File: src/rtl/regfile_access_master_if.sv
// Bundle of the command, response and register-file strobe signals used by
// regfile_access_master. The master modport is the access block's view; the
// slave modport is the view of whatever drives commands and models the
// register file.
interface regfile_access_master_if #(
    parameter int DATA_W = 32,
    parameter int ADDR_W = 5
);
    logic              cmd_valid;
    logic              cmd_ready;
    logic [1:0]        cmd_op;
    logic [ADDR_W-1:0] cmd_addr;
    logic [DATA_W-1:0] cmd_wdata;

    logic              rsp_valid;
    logic              rsp_ready;
    logic [DATA_W-1:0] rsp_rdata;
    logic              rsp_err;

    logic              rf_wr_en;
    logic              rf_rd_en;
    logic [ADDR_W-1:0] rf_addr;
    logic [DATA_W-1:0] rf_wdata;
    logic [DATA_W-1:0] rf_rdata;

    modport master (
        input  cmd_valid, cmd_op, cmd_addr, cmd_wdata, rsp_ready, rf_rdata,
        output cmd_ready, rsp_valid, rsp_rdata, rsp_err,
               rf_wr_en, rf_rd_en, rf_addr, rf_wdata
    );

    modport slave (
        output cmd_valid, cmd_op, cmd_addr, cmd_wdata, rsp_ready, rf_rdata,
        input  cmd_ready, rsp_valid, rsp_rdata, rsp_err,
               rf_wr_en, rf_rd_en, rf_addr, rf_wdata
    );
endinterface

File: src/rtl/regfile_access_master.sv
// Register-file access initiator. Takes one command at a time (read, write,
// XOR read-modify-write), drives single-cycle rf_rd_en / rf_wr_en strobes,
// waits RD_LAT cycles for read data and returns one response per command.
// Optional feature macro: REGACC_RMW_EN. When undefined, op 10 is rejected
// exactly like op 11 and no XOR datapath is built.
module regfile_access_master #(
    parameter int DATA_W = 32,
    parameter int ADDR_W = 5,
    parameter int RD_LAT = 1
) (
    input  logic                       clk,
    input  logic                       rst,
    regfile_access_master_if.master    bus
);
    typedef enum logic [2:0] {
        IDLE     = 3'd0,
        RD_ISSUE = 3'd1,
        RD_WAIT  = 3'd2,
        WR_ISSUE = 3'd3,
        RESP     = 3'd4
    } state_t;

    // Counter reload so the sample lands RD_LAT cycles after the rd strobe.
    localparam logic [2:0] LAT_LOAD = 3'(RD_LAT - 1);

    state_t            state_reg;
    state_t            state_next;
    logic [2:0]        cnt_reg;
    logic [ADDR_W-1:0] rf_addr_reg;
    logic [DATA_W-1:0] rf_wdata_reg;
    logic [DATA_W-1:0] rsp_rdata_reg;   // also the read holding register
    logic              rsp_err_reg;
    logic              rmw_reg;

    logic op_read;
    logic op_write;
    logic op_rmw;
    logic op_legal;

`ifdef REGACC_RMW_EN
    logic [DATA_W-1:0] mask_reg;
    logic [DATA_W-1:0] rmw_wdata;

    // XOR of the freshly returned register value with the latched mask.
    genvar gi;
    generate
        for (gi = 0; gi < DATA_W; gi++) begin : g_xor
            assign rmw_wdata[gi] = bus.rf_rdata[gi] ^ mask_reg[gi];
        end
    endgenerate
`endif

    // Decode the operation presented on the command bus.
    always_comb begin
        op_read  = (bus.cmd_op == 2'b00);
        op_write = (bus.cmd_op == 2'b01);
`ifdef REGACC_RMW_EN
        op_rmw   = (bus.cmd_op == 2'b10);
`else
        op_rmw   = 1'b0;
`endif
        op_legal = op_read || op_write || op_rmw;
    end

    // State register.
    always_ff @(posedge clk) begin
        if (rst) begin
            state_reg <= IDLE;
        end else begin
            state_reg <= state_next;
        end
    end

    // Next-state logic.
    always_comb begin
        state_next = state_reg;
        case (state_reg)
            IDLE: begin
                if (bus.cmd_valid) begin
                    if (op_read || op_rmw) begin
                        state_next = RD_ISSUE;
                    end else if (op_write) begin
                        state_next = WR_ISSUE;
                    end else begin
                        state_next = RESP;
                    end
                end
            end
            RD_ISSUE: state_next = RD_WAIT;
            RD_WAIT: begin
                if (cnt_reg == 3'd0) begin
                    state_next = rmw_reg ? WR_ISSUE : RESP;
                end
            end
            WR_ISSUE: state_next = RESP;
            RESP: begin
                if (bus.rsp_ready) begin
                    state_next = IDLE;
                end
            end
            default: state_next = IDLE;
        endcase
    end

    // Command latching, latency counter, read sampling and write-data forming.
    always_ff @(posedge clk) begin
        if (rst) begin
            cnt_reg       <= 3'd0;
            rf_addr_reg   <= '0;
            rf_wdata_reg  <= '0;
            rsp_rdata_reg <= '0;
            rsp_err_reg   <= 1'b0;
`ifdef REGACC_RMW_EN
            rmw_reg       <= 1'b0;
            mask_reg      <= '0;
`endif
        end else begin
            case (state_reg)
                IDLE: begin
                    if (bus.cmd_valid) begin
                        rsp_err_reg   <= !op_legal;
                        rsp_rdata_reg <= '0;
`ifdef REGACC_RMW_EN
                        rmw_reg       <= op_rmw;
                        mask_reg      <= bus.cmd_wdata;
`endif
                        // Illegal commands leave the rf bus untouched.
                        if (op_legal) begin
                            rf_addr_reg <= bus.cmd_addr;
                        end
                        if (op_write) begin
                            rf_wdata_reg <= bus.cmd_wdata;
                        end
                    end
                end
                RD_ISSUE: begin
                    cnt_reg <= LAT_LOAD;
                end
                RD_WAIT: begin
                    if (cnt_reg == 3'd0) begin
                        rsp_rdata_reg <= bus.rf_rdata;
`ifdef REGACC_RMW_EN
                        if (rmw_reg) begin
                            rf_wdata_reg <= rmw_wdata;
                        end
`endif
                    end else begin
                        cnt_reg <= cnt_reg - 3'd1;
                    end
                end
                default: begin
                end
            endcase
        end
    end

`ifndef REGACC_RMW_EN
    assign rmw_reg = 1'b0;
`endif

    assign bus.cmd_ready = (state_reg == IDLE);
    assign bus.rsp_valid = (state_reg == RESP);
    assign bus.rsp_rdata = rsp_rdata_reg;
    assign bus.rsp_err   = rsp_err_reg;
    assign bus.rf_rd_en  = (state_reg == RD_ISSUE);
    assign bus.rf_wr_en  = (state_reg == WR_ISSUE);
    assign bus.rf_addr   = rf_addr_reg;
    assign bus.rf_wdata  = rf_wdata_reg;
endmodule

File: src/flat_wrapper.sv
// flat-port wrapper written by rule: the top's interface ports become plain ports
module regfile_access_master_flat 
#(
    parameter int DATA_W = 32,
    parameter int ADDR_W = 5,
    parameter int RD_LAT = 1
)
  (clk, rst, bus_cmd_valid, bus_cmd_op, bus_cmd_addr, bus_cmd_wdata, bus_rsp_ready, bus_rf_rdata, bus_cmd_ready, bus_rsp_valid, bus_rsp_rdata, bus_rsp_err, bus_rf_wr_en, bus_rf_rd_en, bus_rf_addr, bus_rf_wdata);
  regfile_access_master_if #(.DATA_W(DATA_W), .ADDR_W(ADDR_W)) bus_i ();
  input  logic clk;
  input  logic rst;
  input wire logic [$bits(bus_i.cmd_valid)-1:0] bus_cmd_valid;
  input wire logic [$bits(bus_i.cmd_op)-1:0] bus_cmd_op;
  input wire logic [$bits(bus_i.cmd_addr)-1:0] bus_cmd_addr;
  input wire logic [$bits(bus_i.cmd_wdata)-1:0] bus_cmd_wdata;
  input wire logic [$bits(bus_i.rsp_ready)-1:0] bus_rsp_ready;
  input wire logic [$bits(bus_i.rf_rdata)-1:0] bus_rf_rdata;
  output wire logic [$bits(bus_i.cmd_ready)-1:0] bus_cmd_ready;
  output wire logic [$bits(bus_i.rsp_valid)-1:0] bus_rsp_valid;
  output wire logic [$bits(bus_i.rsp_rdata)-1:0] bus_rsp_rdata;
  output wire logic [$bits(bus_i.rsp_err)-1:0] bus_rsp_err;
  output wire logic [$bits(bus_i.rf_wr_en)-1:0] bus_rf_wr_en;
  output wire logic [$bits(bus_i.rf_rd_en)-1:0] bus_rf_rd_en;
  output wire logic [$bits(bus_i.rf_addr)-1:0] bus_rf_addr;
  output wire logic [$bits(bus_i.rf_wdata)-1:0] bus_rf_wdata;
  assign bus_i.cmd_valid = bus_cmd_valid;
  assign bus_i.cmd_op = bus_cmd_op;
  assign bus_i.cmd_addr = bus_cmd_addr;
  assign bus_i.cmd_wdata = bus_cmd_wdata;
  assign bus_i.rsp_ready = bus_rsp_ready;
  assign bus_i.rf_rdata = bus_rf_rdata;
  assign bus_cmd_ready = bus_i.cmd_ready;
  assign bus_rsp_valid = bus_i.rsp_valid;
  assign bus_rsp_rdata = bus_i.rsp_rdata;
  assign bus_rsp_err = bus_i.rsp_err;
  assign bus_rf_wr_en = bus_i.rf_wr_en;
  assign bus_rf_rd_en = bus_i.rf_rd_en;
  assign bus_rf_addr = bus_i.rf_addr;
  assign bus_rf_wdata = bus_i.rf_wdata;
  regfile_access_master #(.DATA_W(DATA_W), .ADDR_W(ADDR_W), .RD_LAT(RD_LAT)) u_core (.clk(clk), .rst(rst), .bus(bus_i));
endmodule
File: config.mk
export PLATFORM = sky130hd
export DESIGN_NAME = regfile_access_master_flat
export DESIGN_NICKNAME = d
export VERILOG_FILES = /design/src/rtl/regfile_access_master_if.sv /design/src/rtl/regfile_access_master.sv /design/src/flat_wrapper.sv
export SDC_FILE = /design/constraint.sdc
export NUM_CORES = 1
export LEC_CHECK = 0
export CORE_MARGIN = 2
export CORE_UTILIZATION = 43
export CTS_CLUSTER_SIZE = 8
export DETAILED_ROUTE_END_ITERATION = 7
export PLACE_DENSITY = 0.79
export SLEW_MARGIN = 20
export SYNTH_ARGS = -nofsm -noshare
export SYNTH_HDL_FRONTEND = slang
export SYNTH_SLANG_ARGS = --single-unit
File: constraint.sdc
create_clock -name clk -period 1.9 [get_ports clk]
set_clock_uncertainty 0.1 [all_clocks]
set_input_delay 0.38 -clock clk [delete_from_list [all_inputs] [get_ports clk]]
set_output_delay 0.38 -clock clk [all_outputs]
set_load 0.02 [all_outputs]
==> results of run 1 <==
[path summary, 6_finish.rpt]
path                             end               startpoint  slack [ps]  cells after the start
min                u_core.cnt_reg[0]                      rst         360                      4
max reg2reg        u_core.cnt_reg[1]        u_core.cnt_reg[0]         130                      6
min reg2reg  u_core.bus.rf_wdata[22]  u_core.bus.rf_wdata[22]         370                      2
max                     bus_rf_wr_en      u_core.state_reg[2]          80                      3
[through the flow]
stage | TNS, ps | utilization | std cells | power (uW) | instance area (um^2)
floorplan | 0 | - | 348 | 2050 | 3530
global placement | 0 | 0.628 | 590 | 2340 | 5080
detailed placement | -36.0 | 0.628 | 590 | 2350 | 5080
CTS | 0 | 0.653 | 605 | 3630 | 5280
global route | 0 | 0.653 | 605 | 3740 | 5280
finish | 0 | 0.653 | 605 | 3590 | 5280
[cell type report]
type	instances	area share
Clock buffer	10	0.0242
Clock inverter	5	0.0147
Inverter	4	0.00284
Multi-Input combinational cell	243	0.338
Sequential cell	76	0.288
Tap cell	105	0.0249
Timing Repair Buffer	162	0.307
[what timing repair did]
item / in CTS / in global routing
resized for setup: 5 / 7
hold endpoints to repair: 0 / 0
endpoints found under the setup margin: 4 / 7
[routing by layer]
layer | global-route usage | vias up
met4 | 0.0713 | 0
met5 | 0 | -
met3 | 0.0654 | 10
met2 | 0.294 | 101
met1 | 0.207 | 1311
li1 | - | 1419
[worst max-delay path: cells and delay by family, from the launching register on]
kind	cells	cell delay, ps
flip-flops	1	320
buffers and inverters	2	470
AND/OR/NAND/NOR	1	210
[cell usage in the layout, fill, tap and decap left out, types with 2 or more instances in the layout]
cell / count
clkdlybuf4s50_1: 143
nand2b_1: 112
dfxtp_1: 75
mux2i_1: 72
nand2_1: 34
buf_4: 10
clkbuf_8: 9
inv_1: 4
nor2_1: 4
buf_12: 4
ha_1: 2
clkinv_2: 2
bufinv_16: 2
clkbuf_2: 2
[cells in the mapped netlist]
cell and count:
a21oi_1 1, a21oi_4 1, a311oi_1 1, and3b_1 1, and4b_1 1, buf_12 3
buf_4 1, buf_6 9, clkbuf_1 12, dfxtp_1 76, ha_1 2, inv_1 4
mux2_2 1, mux2i_1 72, nand2_1 34, nand2_2 1, nand2b_1 112, nand3_1 1
nor2_1 4, nor2b_1 1, nor3_4 1, nor3b_1 2, nor3b_4 1, nor4b_4 1
o21ai_0 1, o311ai_0 1, o41ai_1 1, or3b_1 1, or4b_1 1
[report_power, final]
part	switching, uW	internal [uW]	leakage [uW]
Combinational	259	376	0.00123
Sequential	26.6	1640	0.000615
Clock	558	729	0.000102
Total	844	2740	0.00195
[cells by family after synthesis]
family	after synthesis	synth area share
AND/OR/NAND/NOR	162	0.275
flip-flops	76	0.431
multiplexers	73	0.207
buffers and inverters	29	0.0648
AO/OA/AOI/OAI	6	0.0149
adder cells (fa/ha/maj)	2	0.00708
==> results.toml, run 1 <==
[outcome]
outcome = "finished clean"

[setup_path]
cp.arrival_ps = 1340
crit_fanout = 7
worst_ep_required_time_ps = 1420
crit_path_cell_trace = "buf_4 -> and3b_1 -> clkdlybuf4s15_1"
cp_slowest_cell = "dfxtp_1"
end_kind = "primary output"
cp_slowest_stage_delay_ps = 320
startpoint_type = "flop"
critical_path_class = "flop to primary output"

[clocking]
cts_tree = "done"
post_cts_buffers = 0
cts_buffers = 9
cts_root_buf = "clkbuf_8"
clock_path_buffers = 2
h-tree-depth = 3
holdBufCountCts = 0
cts_sinks = 76
clk_pin_slew_worst_paths_ps = 80
clkLatencyLatePin_ps = 340

[sta]
finalWorstSetupSlack_ps = 76.5
tightest_slew_ps = 473
hold_viol_final = 0
timing.fmax_ghz = 0.548
worst_hold_slack_ps = 359
min_period_ps = 1820
setup_viol = 0
drv_slew = 0
rsz0062_at_grt = "false"
relSlewSlack = 0.685
fin_crit_sh = 0.960

[drt]
dr_total_vias = 2841
top_layer_used = "met4"
route.met3.wl_um = 792
vias_per_cell = 4.70
drt_iter0_markers = 77
dr.pass1.iters = 6
wl_met1_mm = 3.32
routedWlPerCell_um = 13.1
wl_mm = 7.93
drcViolationCount = 0
drt.antenna.violating_nets = 0
wl_met2_mm = 3.72

[hold_path]
hp-class = "input pin to flop"

[floorplan]
initial_core_util = 0.436
io_pins = 149
coreArea_mm2 = 0.00809
die-area_mm2 = 0.00895
fp-row-count = 33
die_w_um = 94.6
die-height_um = 94.6

[global_route]
grt_pass1_wl_mm = 12.6
grt_pass1_vias = 2811
antenna_found_initial = 0
grt_max_degree = 71
track_usage = 0.177
grt_overflow_total = 0

[job]
maxCapViolCount = 0

[layout]
antenna_cells = 0
multi_input_area_mm2 = 0.00179
seqCellArea_mm2 = 0.00152
syn_to_final_growth_pct = 49.6
drive_above_1_share = 0.0800
fillers = 698
fin_nets = 573

[yosys]
ys_seq_elements = 76
post-synth-top-area-cell = "dfxtp_1"
synthDistinctLibCells = 29
ys_top_cells_by_area = "dfxtp_1 (43%), mux2i_1 (20%), nand2b_1 (20%)"
synth_top_area_share = 0.431
avgSynthCellArea_um2 = 10.1
netlist_area_mm2 = 0.00353
synth.net_count = 425
ys_seq_area_frac = 0.431
synth_warnings = 0
syn_inst = 348

[power]
power.density_mw_per_mm2 = 679
ir_worst_vdd_mv = 0.387
total_leakage_power_uw = 0.00195

[placed_design]
portBuffers = 148
dp_worst_setup_slack_ps = -36.0
place_congestion = 0.702
place_hpwl_mm = 5.76
No activity file was read; power rests on OpenSTA's default activity.
==> run 2: changes to the inputs <==
Settings changed: ABC_CLOCK_PERIOD_IN_PS set to 1900, CORE_MARGIN 2 to not set, CTS_CLUSTER_SIZE 8 to 16.
==> run 2 against run 1 <==
Sequential power about the same. Die area down 4.2%. Final area up 0.36%. Final cell count down 0.50%. Register-to-register slack worse by 30 ps. Non-clock buffer count down 1. Via count down 1.0%. Maximum frequency down 1.3%. Total power up 1.3%. Largest cell class unchanged.
==> results.toml, run 2 (synthesis results as in run 1) <==
[power]
p_seq_frac = 0.459
swShare = 0.233
p_clk_frac = 0.366
total_leakage_power_uw = 0.00196
p_int_uw = 2790
ir_worst_vdd_mv = 0.373
comb_power_share = 0.175
netSwitchingPower_uw = 846
power.density_mw_per_mm2 = 685

[global_route]
antenna_found_initial = 0
track_usage = 0.181
grt_overflow_total = 0
grt_use_met1 = 0.204
use_met3 = 0.0764
grt_use_met2 = 0.304
grt_pass1_vias = 2776
grt_pass1_wl_mm = 12.4
top_usage_layer = "met2"
grt_max_degree = 115

[clocking]
clock_path_buffers = 2
clk_pin_slew_worst_paths_ps = 70
cts_root_buf = "clkbuf_8"
clkLatencyLatePin_ps = 330
cts_tree = "done"
cts_sinks = 76
h-tree-depth = 3
cts_buffers = 9

[drt]
drcViolationCount = 0
dr.pass1.iters = 4
wl_mm = 7.79
drt.antenna.violating_nets = 0
drt_iter0_markers = 67
vias_per_cell = 4.67
routedWlPerCell_um = 12.9
dr_total_vias = 2812

[sta]
drv_slew = 0
fin_tns_setup_ps = 0
finalWorstSetupSlack_ps = 51.9
setup_viol = 0
timing.fmax_ghz = 0.541
tightest_slew_ps = 377
relSlewSlack = 0.748
rsz0062_at_grt = "false"
hold_viol_final = 0
min_period_ps = 1850
fin_crit_sh = 0.973

[layout]
seqCellArea_mm2 = 0.00152
final_common_cell = "clkdlybuf4s50_1"
fin_nets = 572
fin_cells = 602
antenna_cells = 0
multi_input_area_mm2 = 0.00179
drive_above_1_share = 0.0800
fillers = 653
final_cell_mix = "clkdlybuf4s50_1 (143), nand2b_1 (112), dfxtp_1 (74)"
syn_to_final_growth_pct = 50.1

[setup_path]
startpoint_type = "flop"
cp.arrival_ps = 1370
end_kind = "primary output"
crit_fanout = 5
critical_path_class = "flop to primary output"
worst_ep_required_time_ps = 1420

[floorplan]
die-area_mm2 = 0.00858
initial_core_util = 0.450
die_w_um = 92.6
die-height_um = 92.6
fp-row-count = 32
coreArea_mm2 = 0.00785
io_pins = 149

[outcome]
outcome = "finished clean"

[placed_design]
dp_worst_setup_slack_ps = -70.2
portBuffers = 148
place_congestion = 0.784
place_inst = 586
place_hpwl_mm = 5.44

[job]
maxCapViolCount = 0

[hold_path]
hp-class = "input pin to flop"
==> run 2: through the flow <==
step | utilization | hold slack [ps] | cell area, um^2 | power (uW)
floorplan | - | 349 | 3530 | 2050
global placement | 0.648 | 358 | 5080 | 2340
detailed placement | 0.648 | 363 | 5080 | 2350
CTS | 0.675 | 330 | 5300 | 3670
global route | 0.676 | 355 | 5300 | 3780
finish | 0.676 | 345 | 5300 | 3630
==> run 2: worst paths after layout <==
check / slack (ps) / cells after the start / endpoint / start
worst max register to register: 100 / 6 / u_core.cnt_reg[0] / u_core.cnt_reg[0]
worst min-delay path: 340 / 4 / u_core.cnt_reg[2] / rst
worst min register to register: 370 / 2 / u_core.bus.rf_wdata[25] / u_core.bus.rf_wdata[25]
worst max-delay path: 50 / 3 / bus_cmd_ready / u_core.state_reg[2]
==> run 2: cell type report <==
type / count / share of cell area
timing repair buffer: 161 / 0.308
clock buffer: 11 / 0.0267
clock inverter: 5 / 0.0142
inverter: 4 / 0.00283
multi-input combinational: 243 / 0.337
sequential: 76 / 0.287
tap: 102 / 0.0241
==> run 2: timing repair <==
item,in CTS,in global routing
setup buffers,0,0
endpoints found under the hold margin,0,0
resized for setup,6,6
hold buffers,0,0
setup endpoints to repair,4,4
==> run 2: worst max-delay path, cell delays in order, from the launching register on <==
cell	delay (ps)
dfxtp_1	350
buf_4	170
nor3_4	200
clkdlybuf4s15_1	330
==> run 2: power groups by stage <==
stage | logic [uW] | registers [uW] | clock network, uW
finish | 635 | 1670 | 1330
global route | 678 | 1670 | 1440
CTS | 642 | 1670 | 1360
detailed placement | 643 | 1700 | 0
global placement | 636 | 1700 | 0
floorplan | 303 | 1740 | 0
==> run 2: routing by layer <==
metal | part of all wire | up-vias
li1 | - | 1428
met1 | 0.43 | 1272
met2 | 0.46 | 104
met3 | 0.11 | 8
met4 | 0.010 | 0
met5 | 0 | -
